--- src/rtl/fetch_pkg.sv ---
// Shared types and constants for the instruction-fetch stage.
package fetch_pkg;

    localparam int INSTR_W = 32;
    localparam logic [INSTR_W-1:0] NOP_INSTR = 32'h0000_0013;  // addi x0,x0,0

    typedef enum logic {
        FS_STREAM,
        FS_HELD
    } fetch_state_t;

endpackage

--- src/rtl/fetch_pc_gen.sv ---
// Fetch PC register and its next-PC priority mux: reset > redirect > stall > +4.
module fetch_pc_gen #(
    parameter logic [31:0] RESET_PC = 32'h0000_0000
) (
    input  logic        clk_i,
    input  logic        rst_i,
    input  logic        stall_i,
    input  logic        redirect_i,
    input  logic [31:0] target_i,
    output logic [31:0] pc_o
);

    logic [31:0] pc_q;
    logic [31:0] pc_d;

    // NOTE: always_comb assigns a default first so no path can infer a latch.
    always_comb begin
        pc_d = pc_q + 32'd4;
        if (redirect_i) begin
            pc_d = target_i & 32'hFFFF_FFFC;
        end else if (stall_i) begin
            pc_d = pc_q;
        end
    end

    // NOTE: sequential state is updated with non-blocking assignments only.
    always_ff @(posedge clk_i) begin
        if (rst_i) begin
            pc_q <= RESET_PC;
        end else begin
            pc_q <= pc_d;
        end
    end

    assign pc_o = pc_q;

endmodule

--- src/rtl/fetch_stage.sv ---
// Instruction-fetch stage: fetch PC, IF/ID register, stall hold FSM.
// Define FETCH_PERF_EN to add the fetchCount/killCount performance counters.
module fetch_stage #(
    parameter logic [31:0] RESET_PC  = 32'h0000_0000,
    parameter logic [31:0] NOP_INSTR = fetch_pkg::NOP_INSTR
) (
    input  logic                          CLK,
    input  logic                          rst,
    input  logic                          stallF,
    input  logic                          flushD,
    input  logic                          pcsrcE,
    input  logic [31:0]                   pctargetE,
    output logic [31:0]                   imem_addr,
    input  logic [fetch_pkg::INSTR_W-1:0] imem_rdata,
    output logic [fetch_pkg::INSTR_W-1:0] instrD,
    output logic [31:0]                   pcD,
    output logic [31:0]                   pcplus4D,
    output logic                          validD
`ifdef FETCH_PERF_EN
   ,output logic [31:0]                   fetchCount,
    output logic [31:0]                   killCount
`endif
);

    import fetch_pkg::*;

    logic [31:0]        pc_f;
    logic [31:0]        pc_dec_q;
    logic               valid_dec_q;
    logic [INSTR_W-1:0] hold_instr_q;
    fetch_state_t       state_q;

    fetch_pc_gen #(.RESET_PC(RESET_PC)) u_pc_gen (
        .clk_i      (CLK),
        .rst_i      (rst),
        .stall_i    (stallF),
        .redirect_i (pcsrcE),
        .target_i   (pctargetE),
        .pc_o       (pc_f)
    );

    // The memory relatches pc_f on every edge, including while stalled.
    assign imem_addr = pc_f;

    always_ff @(posedge CLK) begin
        if (rst) begin
            pc_dec_q    <= 32'd0;
            valid_dec_q <= 1'b0;
            state_q     <= FS_STREAM;
        end else if (pcsrcE) begin
            pc_dec_q    <= pc_f;
            valid_dec_q <= 1'b0;
            state_q     <= FS_STREAM;
        end else if (stallF) begin
            valid_dec_q <= valid_dec_q & ~flushD;
            if (state_q == FS_STREAM) begin
                state_q <= FS_HELD;
            end
        end else begin
            pc_dec_q    <= pc_f;
            valid_dec_q <= ~flushD;
            state_q     <= FS_STREAM;
        end
    end

    // NOTE: the hold register is pure data qualified by state_q/valid_dec_q, so it has no reset.
    always_ff @(posedge CLK) begin
        if (!rst && !pcsrcE && stallF && state_q == FS_STREAM) begin
            hold_instr_q <= imem_rdata;
        end
    end

    always_comb begin
        instrD = NOP_INSTR;
        if (valid_dec_q) begin
            instrD = (state_q == FS_HELD) ? hold_instr_q : imem_rdata;
        end
    end

    assign pcD      = pc_dec_q;
    assign pcplus4D = pc_dec_q + 32'd4;
    assign validD   = valid_dec_q;

`ifdef FETCH_PERF_EN
    logic [31:0] fetch_cnt_q;
    logic [31:0] kill_cnt_q;

    always_ff @(posedge CLK) begin
        if (rst) begin
            fetch_cnt_q <= 32'd0;
            kill_cnt_q  <= 32'd0;
        end else begin
            if (!pcsrcE && !stallF && !flushD) begin
                fetch_cnt_q <= fetch_cnt_q + 32'd1;
            end
            if (pcsrcE || flushD) begin
                kill_cnt_q <= kill_cnt_q + 32'd1;
            end
        end
    end

    assign fetchCount = fetch_cnt_q;
    assign killCount  = kill_cnt_q;
`endif

endmodule
--- config.mk ---
export PLATFORM = sky130hd
export DESIGN_NAME = fetch_stage
export DESIGN_NICKNAME = d
export VERILOG_FILES = /design/src/rtl/fetch_pkg.sv /design/src/rtl/fetch_pc_gen.sv /design/src/rtl/fetch_stage.sv
export SDC_FILE = /design/constraint.sdc
export NUM_CORES = 1
export LEC_CHECK = 0
export CORE_ASPECT_RATIO = 1.4
export CORE_MARGIN = 10
export CORE_UTILIZATION = 45
export CTS_BUF_LIST = sky130_fd_sc_hd__clkbuf_4 sky130_fd_sc_hd__clkbuf_8
export DETAILED_ROUTE_END_ITERATION = 6
export PLACE_DENSITY = 0.83
export SYNTH_ARGS = -nofsm -noshare
export SYNTH_HDL_FRONTEND = slang
export SYNTH_SLANG_ARGS = --single-unit
--- constraint.sdc ---
create_clock -name CLK -period 5.3 [get_ports CLK]
set_input_delay 1.06 -clock CLK [delete_from_list [all_inputs] [get_ports CLK]]
set_output_delay 1.06 -clock CLK [all_outputs]
set_load 0.02 [all_outputs]
Yosys cells after proc, flatten, opt, wreduce, memory -nomap -nowiden
Index checks and enable logic that the tools add are counted.
Widths: inputs -> output; s select.
- memory bits (writable): 0
- bits of input ports: 69
- logic and storage cells: 26
- bits in latches: 0
- register bits after elaboration: 98
- bits in read-only memories: 0
- memories kept: 0
- output and inout port bits: 129
- $mul: 0
- order comparisons: 0
- multiplexer cells: 8
- eq/ne operators: 1
- div/mod/pow operators: 0
- reduce and logical (&&, ||, !) cells: 6
- shifts and indexed selects: 0
- bitwise logic cells: 3
- add/subtract/negate cells: 2
- operators with widths (kind ; count):
    $mux 32 ; 6
    $add 32x3->32 const B ; 2
    $logic_and 1x1->1 ; 3
    $logic_not 1->1 ; 2
    $mux 1 ; 2
    $ne 2x1->1 const B ; 1
    $not 1->1 ; 2
    $reduce_or 2->1 ; 1
    $and 1x1->1 ; 1

Depth between registers and ports, before layout
Gate-level depths: netlist (run 1).
- word-level depth: 4
- gate-level depth with buffers: 6
- gate-level depth less buffers: 5

Modules after synthesis
Synthesis (run 1) repeated with hierarchy kept, for this count alone.
- cells, all modules: 551
- area, all modules: 4978.5 sq um
- modules (own cells, without submodules) (module ; instances ; sequential area each (sq um) ; area each (sq um) ; cells each):
    fetch_stage ; 1 ; 1641.6 ; 3199.3 ; 331
    fetch_pc_gen ; 1 ; 600.6 ; 1779.2 ; 220

Worst setup path before layout (run 1)
Ideal clock, no wire load.
- path type: in2reg
- from: in pcsrcE
- to: reg hold_instr_q[0] (enable)
- path buffers: 2
- data arrival time: 3877 ps
- setup slack: 962 ps
- library setup time: 461 ps
- stages: 5
- required time: 4839 ps
- cell sequence: inv_1 -> clkbuf_1 -> nand2_1 -> clkbuf_1 -> nor3_1
- longest elaborated chain between the ends: 4
- RTL lines (item ; line ; text):
    from (decl) ; fetch_stage.sv:11 ; input logic pcsrcE,
    $logic_not 1->1 ; fetch_stage.sv:68 ; if (!rst && !pcsrcE && stallF && state_q == FS_STREAM) begin
    $logic_and 1x1->1 (3 in a row) ; fetch_stage.sv:68 ;
    to (signal assigned) ; fetch_stage.sv:69 ; hold_instr_q <= imem_rdata;
    to (decl) ; fetch_stage.sv:30 ; logic [INSTR_W-1:0] hold_instr_q;
No other way between the ends.
A chain may end at the register's enable or synchronous reset.

Worst setup path after layout (run 1)
- from: reg pc_dec_q[2] (netlist: pcD[2])
- to: out pcplus4D[26]
- longest elaborated chain between the ends: 1
- RTL lines (item ; line ; text):
    from (decl) ; fetch_stage.sv:28 ; logic [31:0] pc_dec_q;
    from (signal assigned) ; fetch_stage.sv:51 ; pc_dec_q <= pc_f;
    from (signal assigned) ; fetch_stage.sv:60 ; pc_dec_q <= pc_f;
    $add 32x3->32 ; fetch_stage.sv:81 ; assign pcplus4D = pc_dec_q + 32'd4;
    to (decl) ; fetch_stage.sv:17 ; output logic [31:0] pcplus4D,
No other way between the ends.

==> impl_metrics.env, run 1 <==
export IMPL_status="completed"
export IMPL_arrival_ns=2.93
export IMPL_yosysSeqAreaShare=0.450
export IMPL_totalWireLength_mm=15.2
export IMPL_final_layout_size_suffix_gt1_frac=0.0456
export IMPL_grt_pass1_vias=4447
export IMPL_h_tree_depth=3
export IMPL_synthMuxAreaShare=0.0675
export IMPL_yosys_area_share_simple=0.253
export IMPL_crit_fanout=8
export IMPL_finalSetupTns_ns=0
export IMPL_post_cts_resized=0
export IMPL_ctsHoldBuffers=0
export IMPL_area_growth_pct=44.0
export IMPL_io_pins=198
export IMPL_fp_row_count=45
export IMPL_die_w_um=108
export IMPL_vias_per_cell=5.41
export IMPL_place_gp_congestion=0.877
export IMPL_dp_hpwl_mm=11.7
export IMPL_fmax_mhz=251
export IMPL_cts_setup_buffers=0
export IMPL_path_clk_slew_ns=0.09
export IMPL_clk_latency_ns=0.37
export IMPL_finalHoldViolCount=0
export IMPL_drc=0
export IMPL_die_h_um=143
export IMPL_max_cap_viol_count=0
export IMPL_grt_pass1_wl_mm=23.7
export IMPL_clock_skew_ns=0.0141
export IMPL_cts_tree="done"
export IMPL_leakage_nw=2.46
export IMPL_numPortBuffers=189
export IMPL_clock_sinks=94
export IMPL_cts_buffer_depth=2
export IMPL_yosysTopAreaCellShare=0.254
export IMPL_rsz0062_at_grt="false"
export IMPL_required_ns=4.24
export IMPL_worstSetupPathType="reg2out"
export IMPL_grtUsageTotal=0.189
export IMPL_ant_nets=0
export IMPL_yosysTopAreaCell="dfxtp_1"
export IMPL_hold_class="reg2reg"
export IMPL_finalMaxSlewViolations=0
export IMPL_synth_xor_area_share=0.0698
export IMPL_min_period_ns=3.99
export IMPL_p_per_area_nw_per_um2=231
export IMPL_antenna_cells=0
export IMPL_vias=4673
export IMPL_wl_per_cell_um=17.6
export IMPL_ys_ff_latch=94
export IMPL_period_share=0.753
export IMPL_core_um2=10800
export IMPL_cp_start_kind="flip-flop"
export IMPL_crit_path_end_kind="output pin"
export IMPL_dp_cells=848
export IMPL_synth_compound_area_frac=0.103
export IMPL_ir_worst_vdd_mv=0.154
export IMPL_root_buffer="clkbuf_8"
export IMPL_tightest_slew_ns=1.11
export IMPL_antenna_found_initial=0
export IMPL_cts_buffers=9
export IMPL_max_slew_margin_rel=0.256
export IMPL_grt_max_degree=66
export IMPL_setup_viol=0
export IMPL_instances_no_fill=864
export IMPL_grt_overflow_total=0
export IMPL_synthCells=550
export IMPL_synth_cell_types=43
export IMPL_start_util=0.455
export IMPL_synthAdderAreaFrac=0.00511
export IMPL_die_area_um2=15500
export IMPL_nets=789
export IMPL_drtIter0Drc=238
export IMPL_synth_top_cells_by_area="dfxtp_1 25%, edfxtp_1 20%, nand2_1 6.9%, mux2i_1 6.7%, nor2_1 5.1%"
export IMPL_final_common_cell="clkdlybuf4s50_1"
export IMPL_avgSynthCellArea_um2=8.90
export IMPL_yosysWarningCount=0
export IMPL_dr_pass1_iters=4
export IMPL_final_cell_mix="188 x clkdlybuf4s50_1, 90 x nand2_1, 67 x nor2_1"
export IMPL_syn_area_um2=4890
export IMPL_synth_top_family_by_area="simple AND/OR/NAND/NOR gates"
[cells in the mapped netlist, drive strengths merged]
library cell and number:
a2111oi 13, a211oi 15, a21oi 32, a221oi 1
a311o 1, a311oi 6, and3 7, and3b 1
and4 16, buf 12, clkbuf 31, conb 1
dfxtp 62, edfxtp 32, ha 2, inv 16
mux2i 33, nand2 90, nand2b 1, nand3 13
nand3b 1, nand4 14, nor2 67, nor2b 4
nor3 15, nor4 13, nor4bb 1, o211ai 1
o21ai 3, o21bai 1, o31a 1, or2 1
or3 4, xnor2 19, xor2 20
[cell families (layout without fill, tap and decap cells)]
logic type,Yosys count,in the layout
compound gates,74,74
xor+xnor,39,39
fa+ha+maj,2,2
buf+inv,59,227
flops,94,94
mux,33,33
other cells,1,6
simple gates,248,248
[final cells by class]
type / count / area (µm²)
inverters: 16 / 60.1
multi-input cells: 402 / 2470
well taps: 141 / 176
fillers: 905 / 3710
clock inverters: 5 / 55.1
flip-flops and latches: 94 / 2200
repair buffers: 195 / 1930
clock buffers: 11 / 151
[through the flow]
stage / area, µm² / setup slack (ns) / total power [W] / utilization / hold slack, ns
3_3_place_gp: 6840 / 1.74 / 0.00115 / 0.636 / 0.489
5_1_grt: 7050 / 1.06 / 0.00170 / 0.655 / 0.530
2_1_floorplan: 4910 / 0.962 / 0.000987 / - / 0.552
3_5_place_dp: 6840 / 1.68 / 0.00115 / 0.636 / 0.498
6_report: 7050 / 1.31 / 0.00163 / 0.655 / 0.511
4_1_cts: 7050 / 1.27 / 0.00164 / 0.655 / 0.508
[sequential cells by signal (all words and copies together), names as in the netlist]
name	count
validD	1
pcD	30
u_pc_gen.pc_o	30
state_q	1
hold_instr_q	32
[final timing paths]
check                                 startpoint                end  slack [ns]  cells after the start
worst max-delay path                      pcD[2]       pcplus4D[26]        1.31                      6
worst min-delay path                     pcD[31]            pcD[31]        0.51                      2
worst max register to register  u_pc_gen.pc_o[5]  u_pc_gen.pc_o[22]        3.14                      4
worst min register to register           pcD[31]            pcD[31]        0.51                      2
[layer usage]
metal | GRT usage | vias up | wire length (µm) | part of all wire
met5 | 0 | - | 0 | 0
met4 | 0.0832 | 0 | 357 | 0.023
met3 | 0.0462 | 23 | 1160 | 0.076
met2 | 0.314 | 176 | 7500 | 0.49
met1 | 0.223 | 2184 | 6210 | 0.41
li1 | - | 2290 | - | -
[report_power, final]
part | switching, W | internal, W | leakage [nW]
clock network | 0.000247 | 0.000243 | 0.106
registers | 0.0000528 | 0.000780 | 0.805
logic | 0.000151 | 0.000154 | 1.55
total | 0.000451 | 0.00118 | 2.46
[critical path, cell delays in order (launching register included)]
cell	delay [ns]
dfxtp_1	0.45
ha_1	0.22
and3_1	0.30
nand4_1	0.43
nor3_1	0.38
xor2_1	0.16
clkdlybuf4s50_1	0.62
Power figures use the tool's default switching activity.
==> run 2, diff against run 1 <==
--- a/config.mk
+++ b/config.mk
@@ -7,10 +7,10 @@
 export LEC_CHECK = 0
 export CORE_ASPECT_RATIO = 1.4
 export CORE_MARGIN = 10
-export CORE_UTILIZATION = 45
+export CORE_UTILIZATION = 41
 export CTS_BUF_LIST = sky130_fd_sc_hd__clkbuf_4 sky130_fd_sc_hd__clkbuf_8
 export DETAILED_ROUTE_END_ITERATION = 6
-export PLACE_DENSITY = 0.83
+export PLACE_DENSITY = 0.8
 export SYNTH_ARGS = -nofsm -noshare
 export SYNTH_HDL_FRONTEND = slang
 export SYNTH_SLANG_ARGS = --single-unit
==> constraint.sdc (replaced) <==
create_clock -name CLK -period 3.45 [get_ports CLK]
set_input_delay 0.69 -clock CLK [delete_from_list [all_inputs] [get_ports CLK]]
set_output_delay 0.69 -clock CLK [all_outputs]
set_load 0.02 [all_outputs]
==> run 2 against run 1 <==
Compared with the run above: routed wire length up 5.2%; clock power up 48%; die area up 8.1%; cell area up 0.75%; clock skew up 0.0024 ns; sequential share of layout area down 0.23 points; critical path depth up 1; combinational power up 58%.
==> impl_metrics.env, run 2 (synthesized netlist as in run 1, its figures left out) <==
export IMPL_regToRegStartpoint="u_pc_gen.pc_o[4]"
export IMPL_hold_class="reg2reg"
export IMPL_ir_worst_vdd_mv=0.159
export IMPL_required_ns=2.76
export IMPL_wl_per_cell_um=18.3
export IMPL_crit_path_end_kind="output pin"
export IMPL_crit_fanout=8
export IMPL_rr_worst_depth=4
export IMPL_grtUsageTotal=0.183
export IMPL_ctsHoldBuffers=0
export IMPL_grt_overflow_total=0
export IMPL_die_area_um2=16800
export IMPL_final_common_cell="clkdlybuf4s50_1"
export IMPL_instances_no_fill=877
export IMPL_antenna_found_initial=0
export IMPL_fmax_mhz=311
export IMPL_period_share=0.931
export IMPL_rsz0062_at_grt="false"
export IMPL_finalSetupTns_ns=0
export IMPL_die_h_um=149
export IMPL_nets=796
export IMPL_finalMaxSlewViolations=0
export IMPL_finalPower_w=0.00248
export IMPL_largest_register_ffs=32
export IMPL_dr_pass1_iters=4
export IMPL_grt_pass1_wl_mm=25.2
export IMPL_final_cell_mix="188 x clkdlybuf4s50_1, 90 x nand2_1, 67 x nor2_1"
export IMPL_totalWireLength_mm=16.0
export IMPL_root_buffer="clkbuf_8"
export IMPL_drtIter0Drc=264
export IMPL_arrival_ns=2.52
export IMPL_dp_cells=859
export IMPL_io_pins=198
export IMPL_path_clk_slew_ns=0.09
export IMPL_critPathSlowestCell="clkdlybuf4s50_1"
export IMPL_antenna_cells=0
export IMPL_cts_buffer_depth=2
export IMPL_hold_end="pcD[8]"
export IMPL_fp_row_count=47
export IMPL_clock_sinks=94
export IMPL_max_cap_viol_count=0
export IMPL_dp_hpwl_mm=12.6
export IMPL_setup_viol=0
export IMPL_hold_path_startpoint="pcD[8]"
export IMPL_die_w_um=112
export IMPL_grt_max_degree=47
export IMPL_h_tree_depth=3
export IMPL_finalHoldViolCount=0
export IMPL_leakage_nw=2.49
export IMPL_crit_buf_inv=2
export IMPL_area_growth_pct=45.1
export IMPL_status="completed"
export IMPL_place_gp_congestion=0.866
export IMPL_cp_start_kind="flip-flop"
export IMPL_final_layout_size_suffix_gt1_frac=0.0548
export IMPL_r2r_end="u_pc_gen.pc_o[18]"
export IMPL_vias=4633
export IMPL_ant_nets=0
export IMPL_clock_skew_ns=0.0165
export IMPL_cts_tree="done"
export IMPL_worstPathCellList="ha_1 -> and3_1 -> nand4_1 -> buf_4 -> nor3_1 -> xor2_1 -> clkdlybuf4s50_1"
export IMPL_rrSetupSlack_ns=1.31
export IMPL_drc=0
export IMPL_max_slew_margin_rel=0.389
export IMPL_regMostFlops="hold_instr_q"
export IMPL_post_cts_resized=0
export IMPL_clk_latency_ns=0.36
export IMPL_core_um2=11800
export IMPL_cts_buffers=9
export IMPL_start_util=0.416
export IMPL_tightest_slew_ns=0.916
export IMPL_vias_per_cell=5.28
export IMPL_cp_startpoint="pcD[2]"
export IMPL_crit_family="buffers and inverters"
export IMPL_min_path_cells=2
export IMPL_slowest_delay_ns=0.64
export IMPL_worstSetupPathType="reg2out"
export IMPL_n_fill_cell=1053
export IMPL_grt_pass1_vias=4616
export IMPL_p_per_area_nw_per_um2=349
export IMPL_numPortBuffers=189
export IMPL_min_period_ns=3.21
==> run 2: cell types whose count changed in the layout (fill, tap and decap cells not counted) <==
cell,change
clkbuf_4,+1
nor3_2,-1
nor3_4,+1
buf_4,+7
inv_6,+1
clkinv_2,+2
clkbuf_8,-2
inv_4,-2
==> run 2: how the worst max path moves through the flow <==
stage | to | slack, ns | cells after the start
2_1_floorplan | hold_instr_q[0] | 0.46 | 5
3_3_place_gp | pcplus4D[26] | 0.40 | 6
4_1_cts | pcplus4D[31] | 0.01 | 5
5_1_grt | pcplus4D[28] | 0.07 | 7
6_report | pcplus4D[28] | 0.24 | 7
3_5_place_dp | pcplus4D[30] | 0.33 | 6
==> run 2: power by group <==
part           total (W)  switching (W)  internal [W]
Combinational   0.000483       0.000244      0.000239
Clock           0.000725       0.000383      0.000342
Sequential       0.00127      0.0000749       0.00120
Total            0.00248       0.000702       0.00178
==> run 2: repair_timing <==
item / in CTS / in global routing
buffers inserted: 1 / 1
setup endpoints to repair: 3 / 8
pin swaps: 1 / 1
==> run 2: per-layer routing <==
layer	share of wire	vias to the layer above	global-route usage
met5	0	-	0
met4	0.025	0	0.0770
met3	0.055	22	0.0382
met2	0.51	148	0.321
met1	0.41	2172	0.210
li1	-	2291	-
==> run 2: per-stage QoR <==
step,hold slack (ns),utilization,setup slack (ns),area (µm²)
2_1_floorplan,0.552,-,0.461,4920
3_3_place_gp,0.484,0.586,0.405,6890
3_5_place_dp,0.494,0.586,0.333,6890
4_1_cts,0.509,0.603,0.0130,7090
5_1_grt,0.542,0.604,0.0670,7100
6_report,0.511,0.604,0.239,7100
==> run 2: worst register-to-register path: stages (launching register included) <==
cell	delay, ns
dfxtp_1	0.48
nand4_2	0.35
nor3_2	0.65
a211oi_1	0.15
a2111oi_0	0.38
==> run 2: cell type report <==
cell class,instances,area (µm²),share of cell area
multi-input combinational,402,2480,0.349
sequential,94,2200,0.310
inverter,16,60.1,0.00846
clock buffer,10,131,0.0185
timing repair buffer,202,1980,0.279
tap,147,184,0.0259
clock inverter,6,61.3,0.00863
==> run 3, diff against run 2 <==
--- a/config.mk
+++ b/config.mk
@@ -7,10 +7,12 @@
 export LEC_CHECK = 0
 export CORE_ASPECT_RATIO = 1.4
 export CORE_MARGIN = 10
-export CORE_UTILIZATION = 41
+export CORE_UTILIZATION = 45
 export CTS_BUF_LIST = sky130_fd_sc_hd__clkbuf_4 sky130_fd_sc_hd__clkbuf_8
 export DETAILED_ROUTE_END_ITERATION = 6
-export PLACE_DENSITY = 0.8
+export GPL_ROUTABILITY_DRIVEN = 0
+export PLACE_DENSITY = 0.83
+export SLEW_MARGIN = 20
 export SYNTH_ARGS = -nofsm -noshare
 export SYNTH_HDL_FRONTEND = slang
 export SYNTH_SLANG_ARGS = --single-unit
==> constraint.sdc (replaced) <==
create_clock -name CLK -period 3.1 [get_ports CLK]
set_input_delay 0.62 -clock CLK [delete_from_list [all_inputs] [get_ports CLK]]
set_output_delay 0.62 -clock CLK [all_outputs]
set_load 0.02 [all_outputs]
==> run 3 against run 2 <==
Compared with the run above: sequential share of layout area down 0.16 points; global-route usage grew 0.38 points; register-to-register slack worse by 0.36 ns; final cell count shrank 0.68%; combinational power rose by 10%; utilization grew 6.0 points; worst hold slack got worse by 0.017 ns; critical path type unchanged.
==> impl_metrics.env, run 3 (synthesized netlist as in run 1, its figures left out) <==
export IMPL_grt_overflow_total=0
export IMPL_clk_latency_ns=0.37
export IMPL_finalMaxSlewViolations=0
export IMPL_max_cap_viol_count=0
export IMPL_vias=4695
export IMPL_rr_worst_depth=4
export IMPL_largest_register_ffs=32
export IMPL_rsz0062_at_grt="false"
export IMPL_cts_setup_buffers=0
export IMPL_die_w_um=108
export IMPL_crit_buf_inv=2
export IMPL_core_um2=10800
export IMPL_leakage_nw=2.65
export IMPL_r2r_end="u_pc_gen.pc_o[22]"
export IMPL_totalWireLength_mm=15.3
export IMPL_h_tree_depth=3
export IMPL_die_h_um=143
export IMPL_io_pins=198
export IMPL_hold_class="reg2reg"
export IMPL_top_layer_used="met4"
export IMPL_p_per_area_nw_per_um2=392
export IMPL_required_ns=2.48
export IMPL_place_area_um2=6910
export IMPL_critPathSlowestCell="clkdlybuf4s50_1"
export IMPL_crit_fanout=6
export IMPL_vias_per_cell=5.39
export IMPL_dp_cells=855
export IMPL_wl_met3_mm=1.09
export IMPL_final_area_um2=7140
export IMPL_final_layout_size_suffix_gt1_frac=0.0562
export IMPL_ir_worst_vdd_mv=0.210
export IMPL_cp_start_kind="flip-flop"
export IMPL_cp_startpoint="pcD[2]"
export IMPL_rrSetupSlack_ns=0.95
export IMPL_root_buffer="clkbuf_8"
export IMPL_min_period_ns=2.96
export IMPL_wl_met2_mm=7.47
export IMPL_n_fill_cell=852
export IMPL_grt_pass1_wl_mm=23.5
export IMPL_path_clk_slew_ns=0.09
export IMPL_arrival_ns=2.34
export IMPL_ant_nets=0
export IMPL_die_area_um2=15500
export IMPL_dp_hpwl_mm=11.9
export IMPL_cts_tree="done"
export IMPL_drtIter0Drc=167
export IMPL_dr_pass1_iters=4
export IMPL_regMostFlops="hold_instr_q"
export IMPL_status="completed"
export IMPL_wl_per_cell_um=17.6
export IMPL_fp_row_count=45
export IMPL_area_growth_pct=45.8
export IMPL_clock_sinks=94
export IMPL_tightest_slew_ns=0.904
export IMPL_finalHoldViolCount=0
export IMPL_crit_path_end_kind="output pin"
export IMPL_antenna_cells=0
export IMPL_path_depth=6
export IMPL_regToRegStartpoint="u_pc_gen.pc_o[4]"
export IMPL_setup_viol=0
export IMPL_cts_buffer_depth=2
export IMPL_cts_buffers=9
export IMPL_grt_max_degree=65
export IMPL_finalPower_w=0.00279
export IMPL_min_path_cells=2
export IMPL_final_cell_mix="175 x clkdlybuf4s50_1, 90 x nand2_1, 67 x nor2_1"
export IMPL_nets=796
export IMPL_final_common_cell="clkdlybuf4s50_1"
export IMPL_antenna_found_initial=0
export IMPL_start_util=0.455
export IMPL_period_share=0.953
export IMPL_crit_family="buffers and inverters"
export IMPL_numPortBuffers=189
export IMPL_instances_no_fill=871
export IMPL_fmax_mhz=338
export IMPL_slowest_delay_ns=0.66
export IMPL_grt_pass1_vias=4446
export IMPL_finalSetupTns_ns=0
export IMPL_drc=0
export IMPL_hold_end="pcD[31]"
export IMPL_hold_path_startpoint="pcD[31]"
export IMPL_max_slew_margin_rel=0.397
export IMPL_worstSetupPathType="reg2out"
export IMPL_clock_skew_ns=0.00887
export IMPL_wl_met1_mm=6.25
export IMPL_worstPathCellList="ha_1 -> and3_1 -> buf_4 -> nand3_1 -> xnor2_1 -> clkdlybuf4s50_1"
export IMPL_grtUsageTotal=0.187
run 3: cell types whose count changed in the layout (fill, tap and decap cells not counted), moves of 2 or more:
cell	previous run	this run
dlygate4sd2_1	0	6
clkinv_2	3	1
clkdlybuf4s50_1	188	175
clkbuf_8	9	11
dlymetal6s2s_1	0	7
run 3: layout make-up:
cell class                 count  area [µm²]  share of cell area
tap                          141         176              0.0247
multi-input combinational    402        2480               0.348
sequential                    94        2200               0.309
clock buffer                  13         166              0.0233
timing repair buffer         202        2010               0.281
inverter                      16        60.1             0.00842
clock inverter                 3        41.3             0.00579
run 3: what timing repair did:
item	CTS	global route
resized for setup	7	7
setup endpoints to repair	8	7
hold buffers	0	0
endpoints found under the hold margin	0	0
run 3: metrics by stage:
| step | util | hold slack [ns] | setup slack, ns |
|---|---|---|---|
| after floorplan | - | 0.552 | 0.181 |
| after global placement | 0.643 | 0.478 | 0.352 |
| after detailed placement | 0.643 | 0.486 | 0.346 |
| after CTS | 0.662 | 0.498 | 0.00405 |
| after global routing | 0.664 | 0.515 | 0.0112 |
| final | 0.664 | 0.494 | 0.145 |
run 3: worst max path at each step:
| stage | endpoint | slack, ns |
|---|---|---|
| floorplan | hold_instr_q[0] | 0.18 |
| global placement | pcplus4D[26] | 0.35 |
| detailed placement | pcplus4D[26] | 0.35 |
| CTS | pcplus4D[29] | 0.004 |
| global route | pcplus4D[21] | 0.01 |
| finish | pcplus4D[12] | 0.14 |
run 3: metal layers:
layer | GRT usage | vias up
met3 | 0.0480 | 30
met4 | 0.0832 | 0
li1 | - | 2298
met5 | 0 | -
met2 | 0.313 | 164
met1 | 0.218 | 2203
run 3: worst reg2reg max path, stage by stage, from the launching register on:
cell	delay, ns
dfxtp_1	0.48
nand4_2	0.38
or3_4	0.53
or3_1	0.32
a2111oi_1	0.33
run 3: power by group:
group	switching [W]	internal [W]	leakage [nW]
logic	0.000267	0.000264	1.74
registers	0.0000838	0.00133	0.805
clock network	0.000412	0.000435	0.111
